`src/rtl/vga_timing_grid_if.sv`:
```
`default_nettype none
// ============================================================================
// Module      : vga_timing_grid_if
// Description : Video timing bundle produced by vga_timing_grid. It carries
//               the pixel strobe, the sync pulses, the active-area coordinates
//               and the cell position of the current pixel within the grid.
// Revision    : 1.0 - initial release
// ============================================================================
interface vga_timing_grid_if;
    logic        pix_ce;
    logic        hsync;
    logic        vsync;
    logic        active;
    logic [11:0] x;
    logic [11:0] y;
    logic        line_tick;
    logic        frame_tick;
    logic [15:0] frame_cnt;
    logic        in_grid;
    logic [5:0]  cell_col;
    logic [5:0]  cell_row;

    modport master (
        output pix_ce, hsync, vsync, active, x, y,
        output line_tick, frame_tick, frame_cnt, in_grid, cell_col, cell_row
    );

    modport slave (
        input  pix_ce, hsync, vsync, active, x, y,
        input  line_tick, frame_tick, frame_cnt, in_grid, cell_col, cell_row
    );
endinterface
`default_nettype wire

```
`src/rtl/vga_timing_grid.sv`:
```
`default_nettype none
// ============================================================================
// Module      : vga_timing_grid
// Description : Raster timing generator with a pixel-clock divider and a
//               rectangular cell grid overlay. Every output is registered and
//               describes the same pixel; cell indices come from running
//               sub-cell counters rather than division.
// Revision    : 1.0 - initial release
// ============================================================================
module vga_timing_grid #(
    parameter int H_ACTIVE  = 640,
    parameter int H_FP      = 16,
    parameter int H_SYNC    = 96,
    parameter int H_BP      = 48,
    parameter int V_ACTIVE  = 480,
    parameter int V_FP      = 10,
    parameter int V_SYNC    = 2,
    parameter int V_BP      = 33,
    parameter bit HS_POL    = 1'b0,
    parameter bit VS_POL    = 1'b0,
    parameter int PIX_DIV   = 2,
    parameter int GRID_X0   = 235,
    parameter int GRID_Y0   = 10,
    parameter int CELL_W    = 19,
    parameter int CELL_H    = 23,
    parameter int GRID_COLS = 10,
    parameter int GRID_ROWS = 20
) (
    input  wire logic           CLOCK_50,
    input  wire logic           RESET_N,
    vga_timing_grid_if.master   o_vid
);

    localparam int          c_H_TOTAL  = H_ACTIVE + H_FP + H_SYNC + H_BP;
    localparam int          c_V_TOTAL  = V_ACTIVE + V_FP + V_SYNC + V_BP;
    localparam logic [11:0] c_H_LAST   = 12'(c_H_TOTAL - 1);
    localparam logic [11:0] c_V_LAST   = 12'(c_V_TOTAL - 1);
    localparam logic [11:0] c_H_ACT    = 12'(H_ACTIVE);
    localparam logic [11:0] c_V_ACT    = 12'(V_ACTIVE);
    localparam logic [11:0] c_HS_START = 12'(H_ACTIVE + H_FP);
    localparam logic [11:0] c_HS_END   = 12'(H_ACTIVE + H_FP + H_SYNC);
    localparam logic [11:0] c_VS_START = 12'(V_ACTIVE + V_FP);
    localparam logic [11:0] c_VS_END   = 12'(V_ACTIVE + V_FP + V_SYNC);
    localparam logic [3:0]  c_DIV_LAST = 4'(PIX_DIV - 1);
    localparam logic [11:0] c_GX0      = 12'(GRID_X0);
    localparam logic [11:0] c_GY0      = 12'(GRID_Y0);
    localparam logic [11:0] c_CW_LAST  = 12'(CELL_W - 1);
    localparam logic [11:0] c_CH_LAST  = 12'(CELL_H - 1);
    localparam logic [5:0]  c_COL_LAST = 6'(GRID_COLS - 1);
    localparam logic [5:0]  c_ROW_LAST = 6'(GRID_ROWS - 1);
    // A grid anchored at coordinate 0 is already entered on the reset pixel.
    localparam bit          c_GX_AT0   = (GRID_X0 == 0);
    localparam bit          c_GY_AT0   = (GRID_Y0 == 0);

    // Raster position of the pixel that the next strobe will present.
    logic [3:0]  r_div;
    logic [11:0] r_h;
    logic [11:0] r_v;
    logic [15:0] r_frames;

    // Sub-cell trackers kept in step with r_h / r_v.
    logic [11:0] r_gx_sub;
    logic [5:0]  r_gx_col;
    logic        r_gx_in;
    logic [11:0] r_gy_sub;
    logic [5:0]  r_gy_row;
    logic        r_gy_in;

    // Registered outputs.
    logic        r_pix_ce;
    logic        r_hsync;
    logic        r_vsync;
    logic        r_active;
    logic [11:0] r_x;
    logic [11:0] r_y;
    logic        r_line_tick;
    logic        r_frame_tick;
    logic [15:0] r_frame_cnt;
    logic        r_in_grid;
    logic [5:0]  r_cell_col;
    logic [5:0]  r_cell_row;

    logic [3:0]  w_div_next;
    logic        w_load;
    logic        w_h_wrap;
    logic        w_v_wrap;
    logic [11:0] w_h_next;
    logic [11:0] w_v_next;
    logic        w_active;
    logic        w_in_grid;

    // A pixel is presented in the cycle the divider reaches its last count,
    // so the outputs load on the edge that moves the divider there.
    assign w_div_next = (r_div == c_DIV_LAST) ? 4'd0 : r_div + 4'd1;
    assign w_load     = (w_div_next == c_DIV_LAST);
    assign w_h_wrap   = (r_h == c_H_LAST);
    assign w_v_wrap   = (r_v == c_V_LAST);
    assign w_h_next   = w_h_wrap ? 12'd0 : r_h + 12'd1;
    assign w_v_next   = w_v_wrap ? 12'd0 : r_v + 12'd1;
    assign w_active   = (r_h < c_H_ACT) && (r_v < c_V_ACT);
    assign w_in_grid  = w_active && r_gx_in && r_gy_in;

    // Pixel-clock divider.
    always_ff @(posedge CLOCK_50) begin
        if (!RESET_N) begin
            r_div <= 4'd0;
        end else begin
            r_div <= w_div_next;
        end
    end

    // Horizontal / vertical position and completed-frame count.
    always_ff @(posedge CLOCK_50) begin
        if (!RESET_N) begin
            r_h      <= 12'd0;
            r_v      <= 12'd0;
            r_frames <= 16'd0;
        end else if (w_load) begin
            r_h <= w_h_next;
            if (w_h_wrap) begin
                r_v <= w_v_next;
                if (w_v_wrap) begin
                    r_frames <= r_frames + 16'd1;
                end
            end
        end
    end

    // Column tracker: restarts at the grid origin, steps a column every CELL_W pixels.
    always_ff @(posedge CLOCK_50) begin
        if (!RESET_N) begin
            r_gx_sub <= 12'd0;
            r_gx_col <= 6'd0;
            r_gx_in  <= c_GX_AT0;
        end else if (w_load) begin
            if (w_h_next == c_GX0) begin
                r_gx_sub <= 12'd0;
                r_gx_col <= 6'd0;
                r_gx_in  <= 1'b1;
            end else if (r_gx_in) begin
                if (r_gx_sub == c_CW_LAST) begin
                    r_gx_sub <= 12'd0;
                    if (r_gx_col == c_COL_LAST) begin
                        r_gx_in <= 1'b0;
                    end else begin
                        r_gx_col <= r_gx_col + 6'd1;
                    end
                end else begin
                    r_gx_sub <= r_gx_sub + 12'd1;
                end
            end
        end
    end

    // Row tracker: same scheme as the columns, advanced once per line.
    always_ff @(posedge CLOCK_50) begin
        if (!RESET_N) begin
            r_gy_sub <= 12'd0;
            r_gy_row <= 6'd0;
            r_gy_in  <= c_GY_AT0;
        end else if (w_load && w_h_wrap) begin
            if (w_v_next == c_GY0) begin
                r_gy_sub <= 12'd0;
                r_gy_row <= 6'd0;
                r_gy_in  <= 1'b1;
            end else if (r_gy_in) begin
                if (r_gy_sub == c_CH_LAST) begin
                    r_gy_sub <= 12'd0;
                    if (r_gy_row == c_ROW_LAST) begin
                        r_gy_in <= 1'b0;
                    end else begin
                        r_gy_row <= r_gy_row + 6'd1;
                    end
                end else begin
                    r_gy_sub <= r_gy_sub + 12'd1;
                end
            end
        end
    end

    // Output register: everything describes pixel (r_h, r_v) at the same time.
    always_ff @(posedge CLOCK_50) begin
        if (!RESET_N) begin
            r_pix_ce     <= 1'b0;
            r_hsync      <= ~HS_POL;
            r_vsync      <= ~VS_POL;
            r_active     <= 1'b0;
            r_x          <= 12'd0;
            r_y          <= 12'd0;
            r_line_tick  <= 1'b0;
            r_frame_tick <= 1'b0;
            r_frame_cnt  <= 16'd0;
            r_in_grid    <= 1'b0;
            r_cell_col   <= 6'd0;
            r_cell_row   <= 6'd0;
        end else begin
            r_pix_ce <= w_load;
            if (w_load) begin
                r_hsync      <= ((r_h >= c_HS_START) && (r_h < c_HS_END)) ? HS_POL : ~HS_POL;
                r_vsync      <= ((r_v >= c_VS_START) && (r_v < c_VS_END)) ? VS_POL : ~VS_POL;
                r_active     <= w_active;
                r_x          <= w_active ? r_h : 12'd0;
                r_y          <= w_active ? r_v : 12'd0;
                r_line_tick  <= (r_h == 12'd0);
                r_frame_tick <= (r_h == 12'd0) && (r_v == 12'd0);
                r_frame_cnt  <= r_frames;
                r_in_grid    <= w_in_grid;
                r_cell_col   <= w_in_grid ? r_gx_col : 6'd0;
                r_cell_row   <= w_in_grid ? r_gy_row : 6'd0;
            end
        end
    end

    assign o_vid.pix_ce     = r_pix_ce;
    assign o_vid.hsync      = r_hsync;
    assign o_vid.vsync      = r_vsync;
    assign o_vid.active     = r_active;
    assign o_vid.x          = r_x;
    assign o_vid.y          = r_y;
    assign o_vid.line_tick  = r_line_tick;
    assign o_vid.frame_tick = r_frame_tick;
    assign o_vid.frame_cnt  = r_frame_cnt;
    assign o_vid.in_grid    = r_in_grid;
    assign o_vid.cell_col   = r_cell_col;
    assign o_vid.cell_row   = r_cell_row;

endmodule
`default_nettype wire
```
`src/flat_wrapper.sv`:
```
// flat-port wrapper written by rule: the top's interface ports become plain ports
module vga_timing_grid_flat 
#(
    parameter int H_ACTIVE  = 640,
    parameter int H_FP      = 16,
    parameter int H_SYNC    = 96,
    parameter int H_BP      = 48,
    parameter int V_ACTIVE  = 480,
    parameter int V_FP      = 10,
    parameter int V_SYNC    = 2,
    parameter int V_BP      = 33,
    parameter bit HS_POL    = 1'b0,
    parameter bit VS_POL    = 1'b0,
    parameter int PIX_DIV   = 2,
    parameter int GRID_X0   = 235,
    parameter int GRID_Y0   = 10,
    parameter int CELL_W    = 19,
    parameter int CELL_H    = 23,
    parameter int GRID_COLS = 10,
    parameter int GRID_ROWS = 20
)
  (CLOCK_50, RESET_N, o_vid_pix_ce, o_vid_hsync, o_vid_vsync, o_vid_active, o_vid_x, o_vid_y, o_vid_line_tick, o_vid_frame_tick, o_vid_frame_cnt, o_vid_in_grid, o_vid_cell_col, o_vid_cell_row);
  vga_timing_grid_if o_vid_i ();
  input  wire logic CLOCK_50;
  input  wire logic RESET_N;
  output wire logic [$bits(o_vid_i.pix_ce)-1:0] o_vid_pix_ce;
  output wire logic [$bits(o_vid_i.hsync)-1:0] o_vid_hsync;
  output wire logic [$bits(o_vid_i.vsync)-1:0] o_vid_vsync;
  output wire logic [$bits(o_vid_i.active)-1:0] o_vid_active;
  output wire logic [$bits(o_vid_i.x)-1:0] o_vid_x;
  output wire logic [$bits(o_vid_i.y)-1:0] o_vid_y;
  output wire logic [$bits(o_vid_i.line_tick)-1:0] o_vid_line_tick;
  output wire logic [$bits(o_vid_i.frame_tick)-1:0] o_vid_frame_tick;
  output wire logic [$bits(o_vid_i.frame_cnt)-1:0] o_vid_frame_cnt;
  output wire logic [$bits(o_vid_i.in_grid)-1:0] o_vid_in_grid;
  output wire logic [$bits(o_vid_i.cell_col)-1:0] o_vid_cell_col;
  output wire logic [$bits(o_vid_i.cell_row)-1:0] o_vid_cell_row;
  assign o_vid_pix_ce = o_vid_i.pix_ce;
  assign o_vid_hsync = o_vid_i.hsync;
  assign o_vid_vsync = o_vid_i.vsync;
  assign o_vid_active = o_vid_i.active;
  assign o_vid_x = o_vid_i.x;
  assign o_vid_y = o_vid_i.y;
  assign o_vid_line_tick = o_vid_i.line_tick;
  assign o_vid_frame_tick = o_vid_i.frame_tick;
  assign o_vid_frame_cnt = o_vid_i.frame_cnt;
  assign o_vid_in_grid = o_vid_i.in_grid;
  assign o_vid_cell_col = o_vid_i.cell_col;
  assign o_vid_cell_row = o_vid_i.cell_row;
  vga_timing_grid #(.H_ACTIVE(H_ACTIVE), .H_FP(H_FP), .H_SYNC(H_SYNC), .H_BP(H_BP), .V_ACTIVE(V_ACTIVE), .V_FP(V_FP), .V_SYNC(V_SYNC), .V_BP(V_BP), .HS_POL(HS_POL), .VS_POL(VS_POL), .PIX_DIV(PIX_DIV), .GRID_X0(GRID_X0), .GRID_Y0(GRID_Y0), .CELL_W(CELL_W), .CELL_H(CELL_H), .GRID_COLS(GRID_COLS), .GRID_ROWS(GRID_ROWS)) u_core (.CLOCK_50(CLOCK_50), .RESET_N(RESET_N), .o_vid(o_vid_i));
endmodule
```
`config.mk`:
```
export PLATFORM = sky130hd
export DESIGN_NAME = vga_timing_grid_flat
export DESIGN_NICKNAME = d
export VERILOG_FILES = /design/src/rtl/vga_timing_grid_if.sv /design/src/rtl/vga_timing_grid.sv /design/src/flat_wrapper.sv
export SDC_FILE = /design/constraint.sdc
export NUM_CORES = 1
export LEC_CHECK = 0
export BUFFER_PORTS_ARGS = -buffer_cell sky130_fd_sc_hd__buf_2
export CAP_MARGIN = 20
export CORE_MARGIN = 4
export CORE_UTILIZATION = 35
export DETAILED_ROUTE_END_ITERATION = 10
export PLACE_DENSITY = 0.56
export SYNTH_ARGS = -nofsm -noshare
export SYNTH_HDL_FRONTEND = slang
export SYNTH_SLANG_ARGS = --single-unit
```
`constraint.sdc`:
```
create_clock -name CLOCK_50 -period 3.6 [get_ports CLOCK_50]
set_input_delay 0.36 -clock CLOCK_50 [delete_from_list [all_inputs] [get_ports CLOCK_50]]
set_output_delay 0.36 -clock CLOCK_50 [all_outputs]
set_load 0.1 [all_outputs]
```
==> metrics <==
CP Class=register to register; CTS Buf Count=17; P&R area growth vs syn=15.1%; min-delay worst type=input pin to register; Core Footprint=just under 20000 sq um; Top FF cell, synth=dfxtp_1; max_slew headroom=0.482; Initial Util=0.357; min Tclk post-route=between 2000 and 3000 ps; CP Launch Type=register; Pleak=3.01 nW; M2 GR Usage=0.243; synth cell count leaders=141 x dfxtp_1, 99 x nand2_1, 87 x nor2_1, 51 x a21oi_1, 39 x nand3_1; DP HPWL=12000 um; Worst Path Arrival=roughly 3300 ps; library cells used by synthesis=71; clk buf depth=2; vias in the first global route=5666; Hold Path Sink=u_core.r_gy_sub[11]$_SDFFE_PN0P_; endpoints failing setup=0; # resized after CTS=0; count leader, synth=dfxtp_1; Syn Inst Count=roughly 840; worst-path fanout max=26; GRT overflow=0; Internal Power=2.80 mW; ant diodes=0; #FFs+latches synth=between 100 and 150; TritonCTS clock tree=done; Final ANT Viol Nets=0; Syn Std Cell Area=6940 sq um; postcts setup bufs=0; pwr dens=roughly 460 nW/um^2; Post-Syn Nets=851; clock power share=0.497; status=finished clean; max cap viols=0; number of flops mapped to enable cells by yosys=0; Fin. Hold Viols=0; FF-to-FF setup slack=roughly 630 ps; Root Buffer=clkbuf_16; final instance area=between 7000 and 8000 sq um; R2R depth=7; H-tree depth=4; area fraction of the dominant cell type after synthesis=0.407; register area share after synthesis=0.407; Avg Cell Area, Syn=8.31 sq um; WL/cell=15.7 um; placer congestion estimate=0.916; WP data required=3890 ps; P_sw=882 uW; FF-to-FF Start=u_core.r_h[1]$_SDFFE_PN0P_; hold path cells=3; 1st-iter DRT viols=571; Die Wd=149 um; overall routed net length=17900 um; Max Clk Rate=336 MHz; Comb pwr share=0.061; Final Skew=just over 9 ps; final worst setup slack=625 ps; Slew Limit Fails=0; FILL cells=1964; TritonRoute pass-1 iters=5; FP Rows=slightly above 50; min-delay src=RESET_N; global route hottest layer=met2; Die ar.=22100 sq um; critical path endpoint category=register; largest net degree at the start of global routing=59; Worst-path clk slew=60 ps; post-route clock period utilization=0.826; sequential share of power=0.441; total number of vias=6178; post-layout total power=about 3.7 mW; Buffers on Ports=60; slew at the pin closest to its max-slew limit=~780 ps; GRT Total Usage=0.164; Syn. warnings=0; Synth area leaders=dfxtp_1 41%, nand2_1 5.4%, nor2_1 4.7%, a21oi_1 3.7%, nand3_1 2.8%; placed cell area=between 7000 and 8000 sq um; RSZ-0062 raised after global routing=no; clock sinks=about 140; hold buffer count at cts=0; fin nets=879; Vias/cell=5.41; # DRC=0; Die Height=149 um; Place WS=~680 ps; global-route wire length before repair=29800 um; Sw Share=0.240; setup_tns=0 ps; antenna violations before repair=0; RR Endpoint=u_core.r_gx_sub[1]$_SDFFE_PN0P_; post-synth top area cell=dfxtp_1; clock insertion delay at the later pin of the skew report=about 420 ps; routing usage on met3=0.0374; layout cells sized above 1=0.142; maximum vdd drop=328 uV; GR Util met1=0.239; IO Count=61; asr flop ratio synth=0
## layout make-up
class	instances	area, sq um	area share
multi-input cells	612	3750	0.470
flip-flops and latches	141	2820	0.353
clock buffers	21	480	0.0602
repair buffers	72	390	0.0489
well taps	265	332	0.0415
clock inverters	11	139	0.0174
inverters	19	72.6	0.00909
## cells in the final DEF, fill, tap and decap left out, types with 5 or more instances in the layout
cell and count:
dfxtp_1 141, nand2_1 99, nor2_1 87, buf_2 60
a21oi_1 51, nand3_1 39, o21ai_0 31, nand4_1 29
and3_1 23, a22oi_1 23, xnor2_1 21, inv_1 18
nor3_1 18, clkbuf_16 17, ha_1 14, nor4_1 12
buf_4 12, and2_1 10, o31ai_1 10, a22o_1 10
nor4b_1 9, a31oi_1 9, or3_1 9, a311oi_1 8
xor2_1 8, and4_1 7, a221o_1 7, clkinv_2 6
o22ai_1 5
## routing by layer
layer	up-vias	routed length [um]
met3	13	873
met5	-	0
li1	3102	-
met1	2920	9060
met4	0	166
met2	143	7800
## power by group through the flow
| stage | logic, mW | clock network, mW | registers (mW) |
|---|---|---|---|
| final | 0.225 | 1.83 | 1.63 |
| after floorplan | 0.123 | 0 | 1.70 |
| after detailed placement | 0.226 | 0 | 1.66 |
| after CTS | 0.228 | 1.88 | 1.63 |
| after global placement | 0.226 | 0 | 1.66 |
| after global routing | 0.244 | 1.95 | 1.63 |
## stage by stage
stage / std cells / hold slack (ps) / utilization
2_1_floorplan: 835 / 437 / -
3_3_place_gp: 1109 / 442 / 0.379
3_5_place_dp: 1109 / 446 / 0.379
4_1_cts: 1141 / 300 / 0.410
5_1_grt: 1141 / 320 / 0.410
6_report: 1141 / 321 / 0.410
## worst max-delay path: stages (launching register included)
cell and delay (ps):
dfxtp_1 450, ha_1 300, and3_1 260, nand4_1 120, a311o_1 380, or4_1 800
a31oi_2 400, o32ai_1 130
## cells by family after synthesis
group / share of synthesized area
muxes: 0.00451
xor gates and xnor gates: 0.0366
AOI/OAI and AO/OA: 0.180
DFF: 0.407
adders and majority gates: 0.0252
and+or+nand+nor: 0.293
buffers and inverters: 0.0535
## worst max path at each step
stage                                           from                          endpoint  slack (ps)
after floorplan           u_core.r_v[0]$_SDFFE_PN0P_  u_core.r_gy_sub[10]$_SDFFE_PN0P_        1050
after global placement    u_core.r_h[1]$_SDFFE_PN0P_   u_core.r_gx_sub[1]$_SDFFE_PN0P_         730
after detailed placement  u_core.r_h[1]$_SDFFE_PN0P_   u_core.r_gx_sub[1]$_SDFFE_PN0P_         680
after CTS                 u_core.r_h[1]$_SDFFE_PN0P_   u_core.r_gx_sub[1]$_SDFFE_PN0P_         640
after global routing      u_core.r_h[1]$_SDFFE_PN0P_   u_core.r_gx_sub[6]$_SDFFE_PN0P_         390
final                     u_core.r_h[1]$_SDFFE_PN0P_   u_core.r_gx_sub[1]$_SDFFE_PN0P_         630
## flip-flops by register name, indices dropped and copies added, names as in the netlist, 12 cells and up
signal and flops:
u_core.o_vid.frame_cnt 16, u_core.o_vid.x 12, u_core.o_vid.y 12, u_core.r_frames 16, u_core.r_gx_sub 12, u_core.r_gy_sub 12, u_core.r_h 12, u_core.r_v 12
No activity file was read; power rests on OpenSTA's default activity.
